File: src/rtl/cpu_pkg.sv
// Shared constants for the 16-bit core fetch path: opcodes, field positions, FSM states.
package cpu_pkg;

   localparam int unsigned PC_W_DEF = 5;

   localparam logic [3:0] OP_BEQ = 4'b1100;
   localparam logic [3:0] OP_BNE = 4'b1110;
   localparam logic [3:0] OP_J   = 4'b1111;

   localparam int unsigned OP_HI  = 15;
   localparam int unsigned OP_LO  = 12;
   localparam int unsigned OFF_HI = 3;
   localparam int unsigned OFF_LO = 0;

   typedef enum logic [1:0] {
      ST_IDLE,
      ST_RUN,
      ST_HALT
   } fetch_state_t;

endpackage

File: src/rtl/next_pc_calc.sv
// Combinational next-PC selection: jump target, taken branch (pc+1+sext offset) or pc+1.
module next_pc_calc
   import cpu_pkg::*;
#(
   parameter int unsigned PC_W = PC_W_DEF
) (
   input  logic [PC_W-1:0] pc,
   input  logic [15:0]     instruction,
   input  logic            regs_equal,
   output logic [PC_W-1:0] next_pc,
   output logic            self_jump
);

   logic [3:0]        op;
   logic signed [3:0] offset;
   logic [PC_W-1:0]   target;
   logic [PC_W-1:0]   seq_pc;
   logic [PC_W-1:0]   branch_pc;
   logic              take_branch;
   logic              unused_reg_fields;

   assign op         = instruction[OP_HI:OP_LO];
   assign offset     = instruction[OFF_HI:OFF_LO];
   assign target     = instruction[PC_W-1:0];
   assign seq_pc     = pc + PC_W'(1);
   // Sum is truncated to PC_W, giving the required modulo-2**PC_W wrap.
   assign branch_pc  = seq_pc + PC_W'($signed(offset));
   assign take_branch = ((op == OP_BEQ) && regs_equal) || ((op == OP_BNE) && !regs_equal);
   assign unused_reg_fields = ^instruction[11:4];

   always_comb begin
      next_pc   = seq_pc;
      self_jump = 1'b0;
      if (op == OP_J) begin
         next_pc   = target;
         self_jump = (target == pc);
      end else if (take_branch) begin
         next_pc = branch_pc;
      end
   end

endmodule

File: src/rtl/pc_fetch_unit.sv
// Program counter and IDLE/RUN/HALT fetch sequencer with stall and saturating retire count.
module pc_fetch_unit
   import cpu_pkg::*;
#(
   parameter int unsigned     PC_W     = PC_W_DEF,
   parameter logic [PC_W-1:0] RESET_PC = '0,
   parameter int unsigned     CNT_W    = 16
) (
   input  logic             clk,
   input  logic             rst,
   input  logic             start,
   input  logic             stall,
   input  logic [15:0]      instruction,
   input  logic             regs_equal,
   output logic [PC_W-1:0]  pc,
   output logic             running,
   output logic             halted,
   output logic [CNT_W-1:0] retired
);

   fetch_state_t    state;
   logic [PC_W-1:0] next_pc;
   logic            self_jump;

   next_pc_calc #(
      .PC_W(PC_W)
   ) u_next_pc_calc (
      .pc          (pc),
      .instruction (instruction),
      .regs_equal  (regs_equal),
      .next_pc     (next_pc),
      .self_jump   (self_jump)
   );

   always_ff @(posedge clk) begin
      if (rst) begin
         state   <= ST_IDLE;
         pc      <= RESET_PC;
         retired <= '0;
         running <= 1'b0;
         halted  <= 1'b0;
      end else begin
         case (state)
            ST_IDLE: begin
               if (start) begin
                  state   <= ST_RUN;
                  running <= 1'b1;
               end
            end
            ST_RUN: begin
               if (!stall) begin
                  if (retired != '1) retired <= retired + CNT_W'(1);
                  // A self-jump retires but parks the core with pc unchanged.
                  if (self_jump) begin
                     state   <= ST_HALT;
                     running <= 1'b0;
                     halted  <= 1'b1;
                  end else begin
                     pc <= next_pc;
                  end
               end
            end
            ST_HALT: ;
            default: begin
               state   <= ST_IDLE;
               running <= 1'b0;
               halted  <= 1'b0;
            end
         endcase
      end
   end

endmodule

File: config.mk
export PLATFORM = sky130hd
export DESIGN_NAME = pc_fetch_unit
export DESIGN_NICKNAME = d
export VERILOG_FILES = /design/src/rtl/cpu_pkg.sv /design/src/rtl/next_pc_calc.sv /design/src/rtl/pc_fetch_unit.sv
export SDC_FILE = /design/constraint.sdc
export NUM_CORES = 1
export LEC_CHECK = 0
export CORE_MARGIN = 8
export CORE_UTILIZATION = 42
export CTS_CLUSTER_SIZE = 40
export DETAILED_ROUTE_END_ITERATION = 16
export PLACE_DENSITY = 0.84
export SLEW_MARGIN = 40
export SYNTH_ARGS = -nofsm -noshare
export SYNTH_HDL_FRONTEND = slang
export SYNTH_SLANG_ARGS = --single-unit
File: constraint.sdc
create_clock -name clk -period 1.75 [get_ports clk]
set_input_delay 0.35 -clock clk [delete_from_list [all_inputs] [get_ports clk]]
set_output_delay 0.35 -clock clk [all_outputs]
set_load 0.05 [all_outputs]
==> flow_metrics.py <==
metrics = {
    "timing": {
        "grt_setup_unrepaired": "yes",
        "fmax_mhz": 553,
        "relSlewSlack_pct": 76.3,
        "finalSetupTns_ps": -62.8,
        "hold_viol_final": 0,
        "period_needed_ps": 1810,
        "fin_worst_skew_ps": 4.93,
        "whs_ps": 504,
        "period_share_pct": 103,
        "setup_violations": 2,
        "slew_violations": 0,
        "fin_ws_ps": -59.7,
        "worstMarginPinSlew_ps": 355,
    },
    "clock_network": {
        "cts_tree": "done",
        "cts_buffers": 3,
        "cts_root_buffer": "clkbuf_4",
        "cts_buffer_depth": 2,
        "cts_sinks": 24,
        "cts_hold_buffers": 0,
        "insertion_delay_ps": 320,
        "clkTransAtPathRegs_ps": 140,
        "htree_levels": 1,
    },
    "worst_setup_path": {
        "worstPathCellList": "inv_2 -> ha_4 -> fa_2 -> a211oi_2 -> o21bai_1 -> o211ai_1 -> xnor2_1 -> o21ai_1",
        "max_stage_delay_ps": 400,
        "startpoint_type": "flip-flop",
        "worstPathRequired_ps": 1970,
        "cp.arrival_ps": 2030,
        "criticalPathCategory": "flip-flop to flip-flop",
        "cp-end-kind": "flip-flop",
        "crit_path_top_delay_cell": "dfxtp_4",
        "cp_max_fo": 4,
    },
    "yosys": {
        "yosysWarnings": 0,
        "ys_seq_elements": 24,
        "async_flop_share_pct": 0,
        "synth_cell_type_count": 40,
        "synth-xor-area-share_pct": 13.2,
        "seq_area_frac_synth_pct": 32.9,
        "synth-edff-count": 0,
        "syn_area_mm2": 0.00146,
        "synth_top_family_by_area": "simple AND/OR/NAND/NOR gates",
        "syn_inst": 165,
        "syn-num-nets": 194,
        "yosys.area_share.adder_pct": 7.36,
        "synth_ff_type": "dfxtp_1",
        "muxShareOfSynthArea_pct": 3.51,
        "synth-simple-area-share_pct": 24.9,
        "synth_compound_area_share_pct": 14.9,
        "syn_avg_cell_area_um2": 8.86,
    },
    "routing": {
        "totalWireLength_mm": 3.84,
        "post_drt_wl_per_cell_um": 14.1,
        "ant_nets": 0,
        "route.vias.total": 1459,
        "via_per_inst": 5.34,
        "first_pass_iters": 4,
        "drcViolationCount": 0,
        "drtIter0Drc": 44,
    },
    "placed_design": {
        "gp_congestion": 0.849,
        "dp.cells": 266,
        "place_worst_setup_slack_ps": -414,
        "io_buffers": 36,
        "placed_area_mm2": 0.00202,
        "hpwl_mm": 2.95,
    },
    "final_layout": {
        "final_cell_area_mm2": 0.00216,
        "nFillCells": 262,
        "antenna_cells": 0,
        "utilization_pct": 64.8,
        "nets": 257,
        "stdcell_count": 273,
        "area_delta_synth_final_pct": 48.0,
        "layout-drive-gt1-share_pct": 40.1,
    },
    "status": {
        "violations": "setup timing",
        "status": "finished with violations",
    },
    "die": {
        "initial_utilization_pct": 43.8,
        "dieArea_mm2": 0.00562,
        "fp.dieH_um": 75.0,
        "core_mm2": 0.00334,
        "dieWidth_um": 75.0,
        "pin_count": 44,
        "row_count": 21,
    },
    "global_route": {
        "overflow": 0,
        "grt_pass1_wl_mm": 6.21,
        "antenna_found_initial": 0,
        "grt_max_degree": 15,
        "grt_usage_pct": 13.8,
        "grt_pass1_vias": 1405,
    },
    "pwr": {
        "peakVddDrop_uv": 487,
        "p_leak_nw": 0.894,
        "total_power_mw": 1.13,
        "powerDensity_mw_per_mm2": 525,
    },
    "flow_run": {
        "drv_cap": 0,
    },
    "hold_path": {
        "hp-class": "flip-flop to flip-flop",
    },
}
[where the power goes]
part | switching [mW] | internal, mW | total, mW
sequential | 0.0115 | 0.552 | 0.564
combinational | 0.115 | 0.107 | 0.222
clock | 0.175 | 0.175 | 0.350
total | 0.301 | 0.834 | 1.13
[final timing paths]
check	from	to	slack [ps]	depth (start not counted)
worst max register to register	pc[0]	pc[4]	-60	8
worst min register to register	state[0]	halted	500	1
worst max-delay path	pc[0]	pc[4]	-60	8
worst min-delay path	state[0]	halted	500	1
[layer usage]
metal,track usage [%],routed length [um]
met5,0,0
met4,2.17,56
met3,2.53,138
met2,26.2,1970
met1,15.7,1670
[final cells by class]
class / count / area [um^2] / area share, %
clock buffers: 4 / 47.5 / 2.20
inverters: 5 / 18.8 / 0.868
multi-input cells: 132 / 1030 / 47.5
flip-flops and latches: 24 / 510 / 23.6
well taps: 46 / 57.6 / 2.66
repair buffers: 62 / 502 / 23.2
[synth_stat cells (4+ instances only)]
master | number | share of area [%]
nor2_1 | 19 | 4.9
mux2i_1 | 4 | 2.7
a21oi_1 | 8 | 2.7
nand4_1 | 7 | 3.0
inv_1 | 5 | 1.3
xnor2_1 | 7 | 4.2
dfxtp_1 | 24 | 33
and3_1 | 6 | 2.6
nand2_1 | 9 | 2.3
o21ai_0 | 7 | 2.4
ha_1 | 7 | 6.0
xor2_1 | 15 | 9.0
nand3_1 | 7 | 2.4
[kinds of logic after synthesis]
logic type	count (synthesis)
and+or+nand+nor	64
AOI/OAI and AO/OA	33
DFF	24
xor gates and xnor gates	22
buffers and inverters	9
adders and majority gates	8
muxes	5
[layout by cell type, fill, tap and decap left out, types with 2 or more instances in the layout]
cell,synthesis,layout
a211o_1,2,2
a211oi_1,3,2
a21oi_1,8,5
a21oi_2,0,3
and3_1,6,6
and4_1,3,3
buf_4,0,49
clkbuf_4,0,3
clkdlybuf4s50_1,0,10
dfxtp_1,24,6
dfxtp_2,0,15
dfxtp_4,0,3
dlymetal6s2s_1,0,2
ha_1,7,3
ha_4,0,4
inv_1,5,4
mux2i_1,4,4
nand2_1,9,9
nand3_1,7,7
nand4_1,7,7
nor2_1,19,19
o2111ai_1,3,3
o211ai_1,2,2
o21a_1,2,2
o21ai_0,7,6
o21ai_1,1,2
o21ai_2,2,2
or3_1,3,3
xnor2_1,7,7
xor2_1,15,14
[worst max-delay path: cells and delay by family (launching register included)]
| family | cells | cell delay (ps) |
|---|---|---|
| compound gates | 4 | 560 |
| xor+xnor | 1 | 140 |
| fa+ha+maj | 2 | 560 |
| buf+inv | 1 | 50 |
| flops | 1 | 400 |
[flip-flops by register name (all words and copies together) (netlist names)]
register,count
retired,16
state,2
pc,5
halted,1
[repair_timing]
action                                  in CTS  in global routing
resized for setup                           10                  3
pin swaps                                   12                  5
endpoints found under the setup margin       4                  7
hold endpoints to repair                     0                  0
setup buffers                                2                  1
(Power assumes the default switching activity.)
==> RTL edit 1 (config.mk and constraints unchanged) <==
Register the output `retired` once more, without a reset; this adds one clock of latency there. The other outputs are not delayed to match.
--- a/src/rtl/pc_fetch_unit.sv
+++ b/src/rtl/pc_fetch_unit.sv
@@ -18,6 +18,8 @@
    output logic [CNT_W-1:0] retired
 );
 
+   logic [CNT_W-1:0] retired_s0;
+
    fetch_state_t    state;
    logic [PC_W-1:0] next_pc;
    logic            self_jump;
@@ -36,7 +38,7 @@
       if (rst) begin
          state   <= ST_IDLE;
          pc      <= RESET_PC;
-         retired <= '0;
+         retired_s0 <= '0;
          running <= 1'b0;
          halted  <= 1'b0;
       end else begin
@@ -49,7 +51,7 @@
             end
             ST_RUN: begin
                if (!stall) begin
-                  if (retired != '1) retired <= retired + CNT_W'(1);
+                  if (retired_s0 != '1) retired_s0 <= retired_s0 + CNT_W'(1);
                   // A self-jump retires but parks the core with pc unchanged.
                   if (self_jump) begin
                      state   <= ST_HALT;
@@ -70,5 +72,9 @@
       end
    end
 
+   always_ff @(posedge clk) begin
+      retired <= retired_s0;
+   end
+
 endmodule
 
Check against the original RTL: not equivalent (a bounded check fails within 4 cycles, from zero or initial values and one cycle with rst high).
==> RTL edit 1 against the unedited design <==
- area after synthesis increased by 28%
- non-clock buffer count increased by 9
- global-route usage decreased by 0.21 points
- setup slack improved by 35 ps
- design area increased by 23%
- synthesized cell count increased by 13%
- the run still ends with negative setup slack left
- power increased by 53%
- cell count increased by 15%
- routed wire length increased by 15%
- sequential cell count increased by 16
- count of clock-buffer cells in the layout increased by 2
- critical endpoint unchanged
==> RTL edit 1: results (changes against the unedited design) <==
- DR WL met3: 302 um (+120%)
- Fillers: 373 (+42%)
- Worst r2r src: pc[1]$_SDFFE_PP0P_
- Dpl ws: -484 ps (-69.7 ps)
- Hold Slack: 388 ps (-116 ps)
- Buffers, non-clock: 71 (+15%)
- Routed via count: 1650 (+13%)
- Mux cell area share after synthesis: 0.0495 (+0.0144)
- Met1 usage: 0.150 (-0.00616)
- PostCTS Resize Cnt: 5 (-5)
- Reported net switching power: 0.426 mW (+41%)
- First-pass GRT wire length: 7210 um (+16%)
- Largest regs: retired x16, retired_s0 x16, pc x5
- Average routed wire per standard cell: 14.2 um (+0.69%)
- Final setup fails: 2 (unchanged)
- Fin Setup TNS: -26.9 ps (+35.9 ps)
- Layout Nets: 290 (+13%)
- Setup ws final: -24.3 ps (+35.5 ps)
- Sequential-cell power consumption: 0.931 mW (+65%)
- Number of H-tree levels: 2 (+1)
- Synth top area cells: dfxtp_1 (43%), xor2_1 (5.6%), ha_1 (4.7%)
- Worst-Skew Late Latency: 290 ps (-30 ps)
- Pwr Total: 1.73 mW (+53%)
- Final Cell Area: 2670 um^2 (+23%)
- Hold Path Sink: retired[5]$_DFF_P_
- Clk_skew: 8.68 ps (+3.75 ps)
- Sequential area share after synthesis: 0.428 (+0.0996)
- Status: complete, but fails checks
- Clk Tree Root Cell: clkbuf_8
- Vias in the first global route: 1627 (+16%)
- CTS buffer count: 5 (+2)
- Multi-input combinational area share: 0.422 (-0.0528)
- Buffer share of cell area: 0.214 (-0.0178)
- Worst Path Max Fanout: 3 (-1)
- Placed Cells: 300 (+13%)
- Comb_multi_in: 139 (+5.3%)
- Fraction of synthesized cell area in xor and xnor cells: 0.0890 (-0.0428)
- FF+latch area: 812 um^2 (+59%)
- Adder-Cell Fraction of Synth Area: 0.0576 (-0.0161)
- Violated checks: negative setup slack
- Post-CTS setup buffer count: 4 (+2)
- Yosys cell types: 47 (+18%)
- Nonclk inv count: 4 (-1)
-- RTL edit 1: cell types whose count changed after synthesis, moves of 3 or more --
cell | unedited run | this run
or3_1 | 3 | 0
nand4_1 | 7 | 4
nor2_1 | 19 | 22
o21ai_0 | 7 | 4
xor2_1 | 15 | 12
and3_1 | 6 | 3
nor3_1 | 1 | 4
nor2b_1 | 1 | 4
dfxtp_1 | 24 | 40
-- RTL edit 1: worst max path at each step --
stage,startpoint,endpoint,slack (ps)
4_1_cts,pc[0]$_SDFFE_PP0P_,pc[4]$_SDFFE_PP0P_,-50
3_3_place_gp,instruction[0],pc[4]$_SDFFE_PP0P_,-440
3_5_place_dp,instruction[0],pc[4]$_SDFFE_PP0P_,-480
5_1_grt,pc[2]$_SDFFE_PP0P_,pc[4]$_SDFFE_PP0P_,-110
2_1_floorplan,pc[0]$_SDFFE_PP0P_,pc[4]$_SDFFE_PP0P_,-80
6_report,pc[1]$_SDFFE_PP0P_,pc[4]$_SDFFE_PP0P_,-20
==> RTL edit 2 (same flow settings) <==
Made on the original files. `CNT_W`: 16 -> 14.
--- a/src/rtl/pc_fetch_unit.sv
+++ b/src/rtl/pc_fetch_unit.sv
@@ -4,7 +4,7 @@
 #(
    parameter int unsigned     PC_W     = PC_W_DEF,
    parameter logic [PC_W-1:0] RESET_PC = '0,
-   parameter int unsigned     CNT_W    = 16
+   parameter int unsigned     CNT_W    = 14
 ) (
    input  logic             clk,
    input  logic             rst,
Ports: changed (resized retired); port bits go from 44 to 42. The function was not compared with the original's and may differ.
==> RTL edit 2 against the unedited design <==
- the flow still finishes with violations (negative setup slack)
- area after synthesis decreased by 7.2%
- setup slack got worse by 66 ps
- hold slack got worse by 30 ps
- global-route usage decreased by 0.12 points
- design area decreased by 4.1%
- routed wire length decreased by 5.3%
- count of clock-buffer cells in the layout unchanged
- power decreased by 4.1%
- sequential cell count decreased by 2
- die area decreased by 5.7%
- largest power group unchanged
==> RTL edit 2: results (changes against the unedited design) <==
- Status: complete, but fails checks
- Violated checks: negative setup slack
- Largest regs: retired x14, pc x5, state x2
- Grt met2 use: 0.241 (-0.0214)
- Worst-Margin Slew: 359 ps (+4.02 ps)
- Worst r2r src: pc[1]$_SDFFE_PP0P_
- Met3 global-route usage: 0.0247 (-0.000574)
- CP max stage cell: fa_2
- Synth Area in Compound Gates: 0.138 (-0.0106)
- Final GP Congestion: 0.846 (-0.38%)
- Adder-Cell Fraction of Synth Area: 0.0793 (+0.00571)
- Syn Area/Cell: 8.37 um^2 (-5.5%)
- Placement Cell Area: 1930 um^2 (-4.4%)
- Reg2reg path depth: 7 (-1)
- Hold_sp: instruction[3]
- Hold Crit Class: in -> reg
- Routed via count: 1405 (-3.7%)
- Sequential area share after synthesis: 0.325 (-0.00404)
- Number of H-tree levels: 1 (unchanged)
- Leak pwr: 0.840 nW (-6.0%)
- Final setup fails: 4 (+2)
- Fraction of synthesized cell area in xor and xnor cells: 0.129 (-0.00270)
- Layout Nets: 252 (-1.9%)
- Clk_skew: 4.31 ps (-0.617 ps)
- Hold depth: 3 (+2)
- Hold Slack: 474 ps (-29.5 ps)
- Crit path DAT: 2130 ps (+100 ps)
- Largest net degree at the start of global routing: 14 (-1)
- Worst Path Max Fanout: 3 (-1)
- M1 wire length: 1550 um (-7.6%)
- Top post-synthesis cells by count: dfxtp_1 (22), nor2_1 (22), xnor2_1 (13)
- Hold Path Sink: pc[3]$_SDFFE_PP0P_
- Total global-route track usage: 0.137 (-0.00120)
- Wire length on met2: 1820 um (-7.7%)
- Top Layer Used: met4
- Met1 usage: 0.155 (-0.00188)
- Crit Reg-Reg Endpoint: pc[2]$_SDFFE_PP0P_
- First-pass GRT wire length: 5970 um (-3.9%)
- Synth top area cells: dfxtp_1 (32%), xnor2_1 (8.4%), ha_1 (6.5%)
- R2r setup slk: -130 ps (-70 ps)
- Post-Syn Nets: 191 (-1.5%)
- DRT iter0 DRCs: 91 (+110%)
- Port Buf Inserts: 34 (-5.6%)
- Sequential-cell power consumption: 0.515 mW (-8.7%)
- Setup ws final: -126 ps (-66.2 ps)
- Reported net switching power: 0.295 mW (-2.1%)
- FF+latch area: 470 um^2 (-7.8%)
- Max rail drop VDD: 240 uV (-51%)
- DPL Wire Length: 2790 um (-5.4%)
RTL edit 2: cell count changes after synthesis, moves of 3 or more:
cell | before | now
a211oi_1 | 3 | 7
nor2_1 | 19 | 22
o2111ai_1 | 3 | 0
nand3_1 | 7 | 10
xnor2_1 | 7 | 13
xor2_1 | 15 | 7
RTL edit 2: through the flow:
step	setup TNS, ps	power [mW]	setup WS [ps]
3_3_place_gp	-5140	0.746	-457
3_5_place_dp	-5750	0.751	-491
2_1_floorplan	-1810	0.650	-207
5_1_grt	-515	1.13	-165
4_1_cts	-105	1.09	-58.4
6_report	-235	1.09	-126
RTL edit 2: area by class of cell:
class	instances	area share
well taps	44	0.0265
multi-input cells	131	0.481
clock buffers	4	0.0229
flip-flops and latches	22	0.227
inverters	5	0.00905
repair buffers	60	0.234
RTL edit 2: what timing repair did:
action                     in CTS  in global routing
gates resized for setup         5                 16
buffers inserted                0                  2
setup endpoints to repair       7                 14
pin swaps                       2                 15
